**config.mk**
```make
export PLATFORM = sky130hd
export DESIGN_NAME = axis_deadlock_monitor_param
export DESIGN_NICKNAME = d
export VERILOG_FILES = /design/src/rtl/axis_deadlock_pkg.sv /design/src/rtl/axis_deadlock_monitor_param_stall_counter.sv /design/src/rtl/axis_deadlock_monitor_param.sv
export SDC_FILE = /design/constraint.sdc
export NUM_CORES = 1
export LEC_CHECK = 0
export BUFFER_PORTS_ARGS = -buffer_cell sky130_fd_sc_hd__buf_4
export CORE_MARGIN = 4
export CORE_UTILIZATION = 35
export DETAILED_ROUTE_END_ITERATION = 10
export GPL_TIMING_DRIVEN = 0
export SYNTH_ARGS = -nofsm -noshare
export SYNTH_HDL_FRONTEND = slang
export SYNTH_SLANG_ARGS = --single-unit
```
**constraint.sdc**
```tcl
create_clock -name kernel_monitor_clock -period 3.8 [get_ports kernel_monitor_clock]
set_input_delay 0.38 -clock kernel_monitor_clock [delete_from_list [all_inputs] [get_ports kernel_monitor_clock]]
set_output_delay 0.38 -clock kernel_monitor_clock [all_outputs]
set_load 0.01 [all_outputs]
```
**src/rtl/axis_deadlock_pkg.sv**
```systemverilog
`default_nettype none
// ============================================================================
// Module      : axis_deadlock_pkg
// Description : Shared types, constants and helpers for the parametrised
//               AXI-Stream deadlock monitor.
// Revision    : 1.0 - initial release
// ============================================================================
package axis_deadlock_pkg;

    // Monitor FSM encoding
    typedef enum logic [1:0] {
        ST_IDLE     = 2'd0,
        ST_WATCH    = 2'd1,
        ST_DEADLOCK = 2'd2
    } state_e;

    // A programmed threshold of zero is promoted to this value
    localparam int THR_MIN = 1;

    // Index of the lowest set bit; returns 0 for an all-zero mask
    function automatic logic [4:0] lowest_set_idx(input logic [31:0] mask);
        logic [4:0] idx;
        idx = '0;
        for (int i = 31; i >= 0; i--) begin
            if (mask[i]) begin
                idx = 5'(i);
            end
        end
        return idx;
    endfunction

endpackage
`default_nettype wire

```
**src/rtl/axis_deadlock_monitor_param_stall_counter.sv**
```systemverilog
`default_nettype none
// ============================================================================
// Module      : deadlock_stall_counter
// Description : Saturating consecutive-stall counter with synchronous clear,
//               increment and a "next count reaches threshold" compare.
// Revision    : 1.0 - initial release
// ============================================================================
module deadlock_stall_counter
    import axis_deadlock_pkg::*;
#(
    parameter int CNT_W = 16
) (
    input  logic             clk,
    input  logic             rst,
    input  logic             clr_i,
    input  logic             inc_i,
    input  logic [CNT_W-1:0] thr_i,
    output logic [CNT_W-1:0] cnt_o,
    output logic             reached_o
);

    logic [CNT_W-1:0] cnt_q;
    logic [CNT_W-1:0] cnt_d;
    logic [CNT_W-1:0] thr_eff;
    logic [CNT_W:0]   cnt_nxt;

    // Zero threshold behaves exactly like a threshold of one
    always_comb thr_eff = (thr_i == '0) ? CNT_W'(THR_MIN) : thr_i;

    // One extra bit so the compare stays correct when cnt_q is saturated
    always_comb cnt_nxt = {1'b0, cnt_q} + {{CNT_W{1'b0}}, 1'b1};

    assign reached_o = (cnt_nxt >= {1'b0, thr_eff});
    assign cnt_o     = cnt_q;

    // Clear wins over increment; increment stops at all-ones instead of wrapping
    always_comb begin
        cnt_d = cnt_q;
        if (clr_i) begin
            cnt_d = '0;
        end else if (inc_i && (cnt_q != {CNT_W{1'b1}})) begin
            cnt_d = cnt_nxt[CNT_W-1:0];
        end
    end

    // Count register
    always_ff @(posedge clk) begin
        if (rst) begin
            cnt_q <= '0;
        end else begin
            cnt_q <= cnt_d;
        end
    end

endmodule
`default_nettype wire

```
**src/rtl/axis_deadlock_monitor_param.sv**
```systemverilog
`default_nettype none
// ============================================================================
// Module      : axis_deadlock_monitor_param
// Description : Self-timed deadlock detector. Declares deadlock after a
//               programmable run of consecutive stall cycles, captures the
//               blocked streams and holds a sticky flag until cleared.
// Revision    : 1.0 - initial release
// ============================================================================
module axis_deadlock_monitor_param
    import axis_deadlock_pkg::*;
#(
    parameter int NUM_AXIS = 2,
    parameter int NUM_INST = 2,
    parameter int CNT_W    = 16,
    parameter int IDX_W    = (NUM_AXIS > 1) ? $clog2(NUM_AXIS) : 1
) (
    input  logic                kernel_monitor_clock,
    input  logic                kernel_monitor_reset,
    input  logic [NUM_AXIS-1:0] axis_block_sigs,
    input  logic [NUM_INST-1:0] inst_idle_sigs,
    input  logic [NUM_INST-1:0] inst_block_sigs,
    input  logic [CNT_W-1:0]    threshold,
    input  logic                clear,
    output logic                block,
    output logic                deadlock_pulse,
    output logic [NUM_AXIS-1:0] blocked_mask,
    output logic [IDX_W-1:0]    blocked_idx,
    output logic [CNT_W-1:0]    stall_cnt
);

    state_e              state_q;
    state_e              state_d;
    logic                stall;
    logic                reached;
    logic                detect;
    logic                cnt_clr;
    logic                cnt_inc;
    logic                block_q;
    logic                block_d;
    logic                pulse_q;
    logic                pulse_d;
    logic [NUM_AXIS-1:0] mask_q;
    logic [NUM_AXIS-1:0] mask_d;
    logic [IDX_W-1:0]    idx_q;
    logic [IDX_W-1:0]    idx_d;

    // A stream is stuck and no instance is making forward progress
    always_comb stall = (|axis_block_sigs) && (&(inst_idle_sigs | inst_block_sigs));

    deadlock_stall_counter #(
        .CNT_W (CNT_W)
    ) u_stall_counter (
        .clk       (kernel_monitor_clock),
        .rst       (kernel_monitor_reset),
        .clr_i     (cnt_clr),
        .inc_i     (cnt_inc),
        .thr_i     (threshold),
        .cnt_o     (stall_cnt),
        .reached_o (reached)
    );

    // State register
    always_ff @(posedge kernel_monitor_clock) begin
        if (kernel_monitor_reset) begin
            state_q <= ST_IDLE;
        end else begin
            state_q <= state_d;
        end
    end

    // Next state: clear re-arms from anywhere, DEADLOCK is otherwise absorbing
    always_comb begin
        state_d = state_q;
        if (clear) begin
            state_d = ST_IDLE;
        end else begin
            unique case (state_q)
                ST_IDLE, ST_WATCH: begin
                    if (!stall) begin
                        state_d = ST_IDLE;
                    end else if (reached) begin
                        state_d = ST_DEADLOCK;
                    end else begin
                        state_d = ST_WATCH;
                    end
                end
                ST_DEADLOCK: state_d = ST_DEADLOCK;
                default:     state_d = ST_IDLE;
            endcase
        end
    end

    // Output/next-capture logic: snapshot on the detection edge, freeze after
    always_comb begin
        detect  = !clear && stall && reached && (state_q != ST_DEADLOCK);
        cnt_clr = clear || ((state_q != ST_DEADLOCK) && !stall);
        cnt_inc = (state_q != ST_DEADLOCK) && stall && !reached;
        block_d = block_q;
        pulse_d = 1'b0;
        mask_d  = mask_q;
        idx_d   = idx_q;
        if (clear) begin
            block_d = 1'b0;
            mask_d  = '0;
            idx_d   = '0;
        end else if (detect) begin
            block_d = 1'b1;
            pulse_d = 1'b1;
            mask_d  = axis_block_sigs;
            idx_d   = IDX_W'(lowest_set_idx(32'(axis_block_sigs)));
        end
    end

    // Capture registers driving the outputs directly
    always_ff @(posedge kernel_monitor_clock) begin
        if (kernel_monitor_reset) begin
            block_q <= 1'b0;
            pulse_q <= 1'b0;
            mask_q  <= '0;
            idx_q   <= '0;
        end else begin
            block_q <= block_d;
            pulse_q <= pulse_d;
            mask_q  <= mask_d;
            idx_q   <= idx_d;
        end
    end

    assign block          = block_q;
    assign deadlock_pulse = pulse_q;
    assign blocked_mask   = mask_q;
    assign blocked_idx    = idx_q;

endmodule
`default_nettype wire
```
Word level (Yosys, flattened, before mapping)
Cells that the tools add are included.
{"block": "op_classes", "n_eq_ne": 4, "order_cmp": 1, "n_reduce_logical": 19, "bitwise_logic": 1, "n_mux": 7, "n_addsub": 1}
{"op": "$add A16 B1 Y17 const B", "n": 1}
{"op": "$ge A17 B16 Y1", "n": 1}
{"op": "$logic_not A16 Y1", "n": 1}
{"op": "$mux W16", "n": 1}
{"op": "$ne A16 B16 Y1 const B", "n": 1}
{"op": "$logic_and A1 B1 Y1", "n": 8}
{"op": "$reduce_or A2 Y1", "n": 4}
{"op": "$mux W2", "n": 2}
{"op": "$pmux W2 S2", "n": 1}
{"op": "$logic_not A1 Y1", "n": 3}
{"op": "$mux W1", "n": 3}
{"op": "$eq A2 B1 Y1 const B", "n": 1}
{"op": "$eq A2 B2 Y1 const B", "n": 1}
{"op": "$logic_not A2 Y1", "n": 1}
{"op": "$ne A2 B2 Y1 const B", "n": 1}
{"op": "$or A2 B2 Y2", "n": 1}
{"op": "$reduce_and A2 Y1", "n": 1}
{"op": "$logic_or A1 B1 Y1", "n": 1}
{"block": "word_totals", "ff_bits": 23, "word_cells": 39}

Depth between registers and ports, before layout
Gate-level depths: netlist of run 1.
{"block": "depth", "word_depth": 7, "mapped_depth": 14}

By module
Synthesis of run 1 repeated with hierarchy kept, for this count alone.
{"block": "hier_totals", "hier_cells": 204, "hier_area_um2": 1715.4}
{"mod": "deadlock_stall_counter", "area_per_inst_um2": 1402.6, "cells_each": 173, "n_inst": 1}
{"mod": "axis_deadlock_monitor_param", "area_per_inst_um2": 312.8, "cells_each": 31, "n_inst": 1}

Least setup slack after synthesis of run 1
Ideal clock, no wire load.
{"block": "synth_timing", "kind": "reg-to-reg", "startpoint": "register u_stall_counter.cnt_q[0] (netlist: u_stall_counter.cnt_o[0])", "endpoint": "register u_stall_counter.cnt_q[4] (netlist: u_stall_counter.cnt_o[4])", "path_buffers": 1, "path_stages_with_launch": 15, "setup_time_ns": 0.070, "slack_ns": 0.407, "period_less_slack_ns": 3.393, "arrival_time_ns": 3.323, "path_cell_list": "dfxtp_1 -> ha_1 -> nand3_4 -> or2_2 -> nor2_1 -> nand3_1 -> xnor2_1 -> ha_1 -> a21oi_1 -> nor2_1 -> o31ai_1 -> nand2_1 -> buf_2 -> or4_1 -> a21oi_1"}
{"block": "synth_via", "elab_chain_cells": 5, "word_cells_on_any_way": 6, "cone_classes": "1 x add/sub; 1 x order compare; 1 x eq/ne; 3 x reduce/logical"}
{"element": "from (decl)", "line_no": "axis_deadlock_monitor_param_stall_counter.sv:22", "rtl": "logic [CNT_W-1:0] cnt_q;"}
{"element": "from (signal assigned)", "line_no": "axis_deadlock_monitor_param_stall_counter.sv:51", "rtl": "cnt_q <= cnt_d;"}
{"element": "$add A16 B1 Y17", "line_no": "axis_deadlock_monitor_param_stall_counter.sv:31", "rtl": "always_comb cnt_nxt = {1'b0, cnt_q} + {{CNT_W{1'b0}}, 1'b1};"}
{"element": "net u_stall_counter.cnt_nxt[10]", "line_no": "axis_deadlock_monitor_param_stall_counter.sv:25", "rtl": "logic [CNT_W:0] cnt_nxt;"}
{"element": "$ge A17 B16 Y1", "line_no": "axis_deadlock_monitor_param_stall_counter.sv:33", "rtl": "assign reached_o = (cnt_nxt >= {1'b0, thr_eff});"}
{"element": "$logic_not A1 Y1", "line_no": "axis_deadlock_monitor_param.sv:97", "rtl": "cnt_inc = (state_q != ST_DEADLOCK) && stall && !reached;"}
{"element": "$logic_and A1 B1 Y1", "line_no": "axis_deadlock_monitor_param.sv:97"}
{"element": "$logic_and A1 B1 Y1", "line_no": "axis_deadlock_monitor_param_stall_counter.sv:41", "rtl": "end else if (inc_i && (cnt_q != {CNT_W{1'b1}})) begin"}
The timed path passes the listed nets, and every way through them passes these cells.
A chain may end at the register's enable or synchronous reset.

Worst setup path in the final report of run 1
{"block": "layout_timing", "startpoint": "register u_stall_counter.cnt_q[1] (netlist: u_stall_counter.cnt_o[1])", "endpoint": "register u_stall_counter.cnt_q[4] (netlist: u_stall_counter.cnt_o[4])"}
The elaborated chain is that of the path after synthesis.

==> metrics, run 1 <==
HPWL after DPL 3.55 mm; share of synthesized flip-flops with an asynchronous set or reset 0; first-pass GRT wire length 7.37 mm; Post-Syn Nets 256; endpoints failing setup 0; total track usage 0.148; Core Area 4790 µm²; worst min path class in -> reg; EDFF count, synth 0; Multi-input gate area 1210 µm²; post-detailed-route wirelength per cell 13.4 µm; Worst setup EP type register; Leak 1.08 nW; top-count cell post-synth dfxtp_1; min cycle time layout 3540 ps; f_max 282 MHz; Pwr Density 207 nW/µm²; Final Max Tran Viols 0; Worst Setup Path Type reg -> reg; drc violations 0; Slew @ Worst Pin 770 ps; Mapped Area 1750 µm²; Design Area, Final 2240 µm²; ANT nets after route 0; Fin Setup TNS 0 ps; initial cell density of the core 0.365; largest cells by area after synthesis dfxtp_1 26%, ha_1 12%, mux2i_1 4.6%, nand3_1 4.3%, inv_1 4.1%; CTS tree done; floorplan row count 25; max incr delay on CP 470 ps; # Post-CTS Setup Buffers 0; Area Overhead vs Synth 28.4%; RSZ-0062 raised after global routing false; nets 306; initial antenna violation count 0; die area 6190 µm²; Yosys top cell area share 0.263; fill count 500; dpl ws 11.2 ps; pin count of the biggest net entering global routing 15; Critical Path Fanout Max 10; crit path DAT 3750 ps; top cells by count, synth 23 x dfxtp_1, 19 x inv_1, 18 x nand2_1; status completed; setup ws final 257 ps; Final Cycle Share 0.932; Max-Cap Viols 0; via count 1676; H-tree depth 1; Die H 78.7 µm; CP Cell Sequence ha_2, nand3_4, or2_2, nor2_2, nand3_2, xnor2_2, ha_1, nand4_1, nor4_1, a311oi_2, nand2_1, buf_2, or4_1, a21oi_1; I/O Buffers 45; clock skew 9.40 ps; DP Area 2170 µm²; I/O Pins 46; DRT iter0 DRCs 91; Clk Latency, worst-skew pair 270 ps; #FFs+latches synth 23; Num CTS Buffers 3; CP startpoint kind register; post-synth top area cell dfxtp_1; maximum VDD drop 0.000103 V; routed wire length 4.44 mm; die width 78.7 µm; ant diodes 0; Clock transition at path regs 90 ps; Clock Path Buffers 2; Hold Fails Final Rpt 0; Clock Sinks 23; Seq/Total Area, Yosys 0.263; DRT Pass-1 Iters 4; Synth Flop Type dfxtp_1; Worst Path Required 4010 ps; CP bufs+invs 1; CP max stage cell or4_1; synth warn 0; Util after Layout 0.469; gate count of the mapped netlist 214; syn avg cell area 8.17 µm²; root buffer cell clkbuf_8; remaining global-route overflow 0; vias per std cell 5.08; Yosys cell types 41; crit-path leading delay family simple AND/OR/NAND/NOR gates; Reg area 462 µm²; vias in the first global route 1520; layout cells sized above 1 0.255; Max-Slew Margin vs Limit 0.487; Routability Congestion 0.872
[sequential cells by signal (all words and copies together) (netlist names)]
name and cells:
u_stall_counter.cnt_o 16, blocked_mask 2, state_q 2, block 1
blocked_idx 1, deadlock_pulse 1
[logic make-up after synthesis]
family,count (synthesis),share of synthesized area
flops,23,0.263
fa+ha+maj,17,0.122
buf+inv,25,0.0558
simple gates,85,0.278
xor+xnor,14,0.0702
mux,8,0.0458
compound gates,42,0.165
[worst min-delay path, stage by stage]
cell	delay (ps)
buf_4	90
nand4_1	60
o21ai_0	70
[layout make-up]
cell class	count	area share
multi-input combinational	166	0.541
sequential	23	0.206
timing repair buffer	45	0.151
tap	67	0.0373
inverter	19	0.0318
clock buffer	3	0.0184
buffer	6	0.0117
clock inverter	1	0.00334
[worst paths after layout]
| check | start | end | slack (ps) | cells after the start |
|---|---|---|---|---|
| hold reg to reg | state_q[1] | state_q[0] | 450 | 1 |
| setup reg to reg | u_stall_counter.cnt_o[1] | u_stall_counter.cnt_o[4] | 260 | 14 |
| hold / removal | axis_block_sigs[1] | blocked_mask[1] | 350 | 3 |
| setup / recovery | u_stall_counter.cnt_o[1] | u_stall_counter.cnt_o[4] | 260 | 14 |
[per-stage QoR]
| stage | power (mW) | std cells | hold slack (ps) |
|---|---|---|---|
| 4_1_cts | 0.473 | 330 | 353 |
| 3_5_place_dp | 0.311 | 326 | 442 |
| 3_3_place_gp | 0.310 | 326 | 435 |
| 2_1_floorplan | 0.280 | 214 | 415 |
| 6_report | 0.466 | 330 | 353 |
| 5_1_grt | 0.489 | 330 | 379 |
[what timing repair did]
item                       in CTS  in global routing
setup endpoints to repair       1                 18
hold endpoints to repair        0                  0
resized for setup               1                  6
hold buffers                    0                  0
pin swaps                       0                  0
[where the power goes]
part	leakage [nW]	internal, mW	switching [mW]
combinational	0.874	0.0298	0.0332
clock	0.0217	0.0743	0.0859
sequential	0.186	0.242	0.000751
total	1.08	0.346	0.120
[layout by cell type (no fill, tap or decap), types with 6 or more instances in the layout]
cell | synthesis | final
o31ai_1 | 7 | 6
buf_4 | 0 | 45
a21oi_1 | 13 | 13
dfxtp_1 | 23 | 22
inv_1 | 19 | 19
nand4_1 | 7 | 7
nand3_1 | 15 | 14
o21ai_0 | 6 | 6
nor2_1 | 9 | 7
nand2_1 | 18 | 18
and3_1 | 6 | 6
xor2_1 | 8 | 8
ha_1 | 17 | 16
nand2b_1 | 9 | 9
mux2i_1 | 8 | 8
[per-layer routing]
| metal | part of all wire | track usage | up-vias |
|---|---|---|---|
| li1 | - | - | 875 |
| met1 | 0.50 | 0.212 | 762 |
| met2 | 0.44 | 0.228 | 37 |
| met3 | 0.049 | 0.0218 | 2 |
| met4 | 0.0099 | 0.0420 | 0 |
| met5 | 0 | 0 | - |
No activity file was read; power rests on OpenSTA's default activity.
==> inputs of run 2 (changes only) <==
- SETUP_SLACK_MARGIN: not set -> 0.5
==> run 2 against run 1 <==
Compared with the run above:
- power shrank 0.98%
- first-iteration DRC count shrank 19%
- clock power shrank 3%
- clock-buffer cell count is the same
- sequential power is essentially flat
- utilization grew 4.6 points
- cell area grew 9.9%
- worst hold slack gained 13 ps
- sequential cell count is the same
- via count grew 4.7%
- register-to-register slack gained 350 ps
- largest power group unchanged
==> metrics, run 2 (same netlist as run 1, synthesis figures left out) <==
H-tree depth 1; max reg flops 16; post-detailed-route wirelength per cell 13.8 µm; initial cell density of the core 0.365; Clk pwr share 0.338; Core Area 4790 µm²; Die H 78.7 µm; Clock transition at path regs 80 ps; worst reg2reg startpoint u_stall_counter.cnt_o[1]; crit path DAT 3390 ps; top sig layer met4; fill count 484; floorplan row count 25; Pwr Density 187 nW/µm²; Fin Setup TNS 0 ps; status completed; DRT iter0 DRCs 74; Area Overhead vs Synth 41.1%; Max-Slew Margin vs Limit 0.454; DRT Pass-1 Iters 4; M1 wire length 2.30 mm; Min Hold Slack 366 ps; Num CTS Buffers 3; clock skew 2.83 ps; initial antenna violation count 0; via count 1754; nets 320; Clock Path Buffers 2; HPWL after DPL 3.55 mm; dpl ws 189 ps; Final Cycle Share 0.840; commonest non-fill, non-tap cell in the layout buf_4; RR Endpoint u_stall_counter.cnt_o[4]; min cycle time layout 3190 ps; pin count of the biggest net entering global routing 15; commonest cells after routing, fill and taps aside 59 x buf_4, 19 x inv_1, 18 x nand2_1; routed wire length 4.73 mm; CTS tree done; hold path startpoint axis_block_sigs[1]; Reg2Reg Depth 13; Max-Cap Viols 0; DP Cell Count 326; vias in the first global route 1538; Slew @ Worst Pin 819 ps; Logic pwr share 0.144; DR WL met3 213 µm; switching power 0.117 mW; f_max 313 MHz; Worst setup EP type register; Worst Path Required 4000 ps; endpoints failing setup 0; Net Sw Frac 0.254; hold buffers post-CTS 0; Critical Path Fanout Max 9; Worst Hold Depth 3; Hold Fails Final Rpt 0; I/O Pins 46; Clk Latency, worst-skew pair 260 ps; fin cells 344; root buffer cell clkbuf_8; CP startpoint kind register; vias per std cell 5.10; ANT nets after route 0; die area 6190 µm²; worst min path class in -> reg; setup ws final 608 ps; met2 WL 2.18 mm; Leak 1.16 nW; hold endpoint blocked_mask[1]; Final Max Tran Viols 0; Pint 0.344 mW; I/O Buffers 45; drc violations 0; remaining global-route overflow 0; ant diodes 0; Worst Setup Path Type reg -> reg; RSZ-0062 raised after global routing false; R2R Setup Slk 610 ps; Routability Congestion 0.849; total track usage 0.150; Clock Sinks 23; first-pass GRT wire length 7.48 mm; maximum VDD drop 0.000148 V; layout cells sized above 1 0.350; die width 78.7 µm; part of the power in registers 0.518
## run 2: cell count changes in the layout (fill, tap and decap cells not counted), moves of 3 or more
| cell | delta |
|---|---|
| buf_4 | +14 |
| dfxtp_2 | +3 |
| dfxtp_4 | +5 |
| dfxtp_1 | -8 |
| ha_4 | +3 |
## run 2: worst max-delay path by stage
stage / start / end / slack [ps] / cells past startpoint
after detailed placement: u_stall_counter.cnt_o[2] / u_stall_counter.cnt_o[4] / 190 / 13
after CTS: u_stall_counter.cnt_o[0] / u_stall_counter.cnt_o[4] / 500 / 14
after global placement: u_stall_counter.cnt_o[4] / u_stall_counter.cnt_o[4] / 150 / 13
after floorplan: u_stall_counter.cnt_o[1] / u_stall_counter.cnt_o[4] / 520 / 14
final: u_stall_counter.cnt_o[1] / u_stall_counter.cnt_o[4] / 610 / 13
after global routing: u_stall_counter.cnt_o[1] / u_stall_counter.cnt_o[4] / 450 / 13
## run 2: repair_timing
item,4_1_cts,5_1_grt
hold endpoints to repair,0,0
setup endpoints to repair,19,18
resized for setup,17,15
pin swaps,2,11
setup buffers,3,11
## run 2: final cells by class
class	count	area, µm²	area share
buffer	6	32.5	0.0132
clock buffer	3	41.3	0.0167
clock inverter	1	7.51	0.00304
inverter	19	71.3	0.0289
multi-input combinational	166	1300	0.528
sequential	23	484	0.196
tap	67	83.8	0.0340
timing repair buffer	59	443	0.180
## run 2: power by group through the flow
stage               Combinational (mW)  Sequential (mW)  Clock [mW]
finish                          0.0663            0.239       0.156
global placement                0.0625            0.248           0
CTS                             0.0644            0.241       0.164
global route                    0.0753            0.239       0.172
detailed placement              0.0626            0.248           0
floorplan                       0.0318            0.248           0
## run 2: metal layers
layer / up-vias / track usage
li1: 911 / -
met1: 804 / 0.221
met2: 35 / 0.226
met3: 4 / 0.0229
met4: 0 / 0.0367
met5: - / 0
## run 2: worst max-delay path, cell delays in order, from the launching register on
cell and delay, ps:
dfxtp_4 390, nand3_1 130, nor2_4 190, and3_4 230
and3_4 200, xor2_2 230, ha_4 250, nand4_1 150
nor2_1 80, o31ai_2 310, nand2_1 160, buf_6 170
or4_1 480, a21oi_2 140
## run 2: through the flow
| stage | power, mW | instance area [µm²] | utilization |
|---|---|---|---|
| global placement | 0.311 | 2180 | 0.456 |
| CTS | 0.470 | 2310 | 0.482 |
| global route | 0.487 | 2470 | 0.515 |
| finish | 0.461 | 2470 | 0.515 |
| floorplan | 0.280 | 1760 | - |
| detailed placement | 0.311 | 2180 | 0.456 |
==> inputs of run 3 (changes only) <==
- ABC_AREA: not set -> 1
- clock period: 3.8 -> 3.2 ns (I/O delays scaled with it)
==> run 3 against run 2 <==
Compared with the run above:
- combinational power up 110%
- die area up 6.5%
- first-iteration DRC count up 27%
- critical path type unchanged
- via count up 10%
==> metrics, run 3 <==
status completed; ant diodes 0; worst min path class in -> reg; maximum VDD drop 0.000173 V; Hold Fails Final Rpt 0; Final Max Tran Viols 0; ANT nets after route 0; top-count cell post-synth nand2_1; Pwr Density 238 nW/µm²; nets 391; Pint 0.447 mW; Core Area 5140 µm²; Logic pwr share 0.227; Clk Latency, worst-skew pair 270 ps; dpl ws -29.1 ps; max reg flops 16; via count 1934; CP startpoint kind register; Max-Cap Viols 0; pin count of the biggest net entering global routing 13; die width 81.2 µm; Net Sw Frac 0.278; Worst setup EP type register; total track usage 0.157; Num CTS Buffers 3; drc violations 0; I/O Buffers 45; Die H 81.2 µm; Seq/Total Area, Yosys 0.246; Critical Path Fanout Max 10; Area Overhead vs Synth 38.8%; I/O Pins 46; gate count of the mapped netlist 283; Clk pwr share 0.300; #FFs+latches synth 23; remaining global-route overflow 0; R2R Setup Slk 340 ps; commonest non-fill, non-tap cell in the layout nand2_1; HPWL after DPL 3.80 mm; share of synthesized flip-flops with an asynchronous set or reset 0; Yosys top cell area share 0.246; initial cell density of the core 0.365; Final Cycle Share 0.894; Worst Setup Path Type reg -> reg; H-tree depth 1; Synth Flop Type dfxtp_1; Slew @ Worst Pin 458 ps; Post-Syn Nets 325; RSZ-0062 raised after global routing true; die area 6590 µm²; syn avg cell area 6.62 µm²; vias per std cell 4.63; Clock Sinks 23; CTS tree done; clock skew 3.02 ps; Leak 1.34 nW; Clock transition at path regs 80 ps; setup ws final 339 ps; initial antenna violation count 0; DRT iter0 DRCs 94; DRT Pass-1 Iters 4; root buffer cell clkbuf_8; f_max 350 MHz; switching power 0.173 mW; first-pass GRT wire length 8.16 mm; vias in the first global route 1847; crit path DAT 3030 ps; EDFF count, synth 0; Fin Setup TNS 0 ps; top cells by count, synth 68 x nand2_1, 56 x inv_1, 41 x nor2_1; largest cells by area after synthesis dfxtp_1 25%, nand2_1 14%, ha_1 11%, inv_1 11%, nor2_1 8.2%; Clock Path Buffers 2; floorplan row count 26; post-detailed-route wirelength per cell 11.8 µm; post-synth top area cell dfxtp_1; Mapped Area 1870 µm²; Worst Path Required 3370 ps; layout cells sized above 1 0.296; Max-Slew Margin vs Limit 0.692; Routability Congestion 0.837; commonest cells after routing, fill and taps aside 63 x nand2_1, 58 x buf_4, 55 x inv_1, 36 x nor2_1, 19 x dfxtp_1; synth warn 0; min cycle time layout 2860 ps; part of the power in registers 0.473; Yosys cell types 28; endpoints failing setup 0; routed wire length 4.93 mm
## run 3: cell count changes after synthesis, moves of 6 or more
cell	before	now
and3_1	6	0
inv_1	19	56
nand2b_1	9	0
a21oi_1	13	4
nand3_1	15	8
nand2_1	18	68
xnor2_1	6	0
mux2i_1	8	0
o31ai_1	7	0
nor2_1	9	41
nand4_1	7	15
## run 3: routing by layer
layer / global-route usage / up-vias / share of wire
li1: - / 1026 / -
met1: 0.196 / 863 / 0.44
met2: 0.278 / 43 / 0.50
met3: 0.0333 / 2 / 0.055
met4: 0.0270 / 0 / 0.0081
met5: 0 / - / 0
## run 3: layout make-up
class / count / area [µm²]
Inverter: 57 / 214
Timing Repair Buffer: 61 / 485
Sequential cell: 23 / 470
Clock buffer: 4 / 45.0
Buffer: 3 / 40.0
Tap cell: 70 / 87.6
Multi-Input combinational cell: 200 / 1260
Fill cell: 575 / 2540
## run 3: kinds of logic after synthesis
kind of cell    synth area share
xor+xnor                  0.0561
fa+ha+maj                  0.113
simple gates               0.393
flops                      0.246
compound gates            0.0581
buf+inv                    0.134
## run 3: what timing repair did
action                                  4_1_cts  5_1_grt
gates cloned                                  1        0
endpoints found under the hold margin         0        0
endpoints found under the setup margin       23       23
gates resized for setup                      12       13
pin swaps                                     6        4
setup buffers                                11        4
hold buffers                                  0        0
## run 3: stage by stage
stage	util	cells	hold slack (ps)	power (mW)	cell area, µm²
5_1_grt	0.506	418	208	0.658	2600
4_1_cts	0.492	414	199	0.623	2530
3_3_place_gp	0.454	398	409	0.418	2330
3_5_place_dp	0.454	398	411	0.420	2330
2_1_floorplan	-	283	392	0.371	1910
6_report	0.506	418	209	0.620	2600
## run 3: critical path, cell delays in order, from the launching register on
cell and delay (ps):
dfxtp_4 360, ha_4 150, nand2_4 50, nor2_4 100, inv_2 50, nor2_4 110, nand4_1 170, nor2_2 210
xor2_2 180, ha_1 280, a21oi_2 130, nor2_1 50, nor2_1 120, nand2_2 90, nor3_4 190, nand3_4 180
buf_6 190, nor2_1 90, nor2_1 50
## run 3: worst paths after layout
kind	from	endpoint	cells past startpoint
worst min-delay path	kernel_monitor_reset	deadlock_pulse	2
worst max register to register	u_stall_counter.cnt_o[1]	u_stall_counter.cnt_o[4]	18
worst min register to register	state_q[1]	state_q[0]	1
worst max-delay path	u_stall_counter.cnt_o[1]	u_stall_counter.cnt_o[4]	18
## run 3: power groups by stage
stage / clock, mW / sequential (mW) / combinational (mW)
after CTS: 0.192 / 0.293 / 0.137
after detailed placement: 0 / 0.301 / 0.120
after floorplan: 0 / 0.301 / 0.0704
after global routing: 0.206 / 0.294 / 0.158
after global placement: 0 / 0.300 / 0.117
final: 0.186 / 0.293 / 0.141
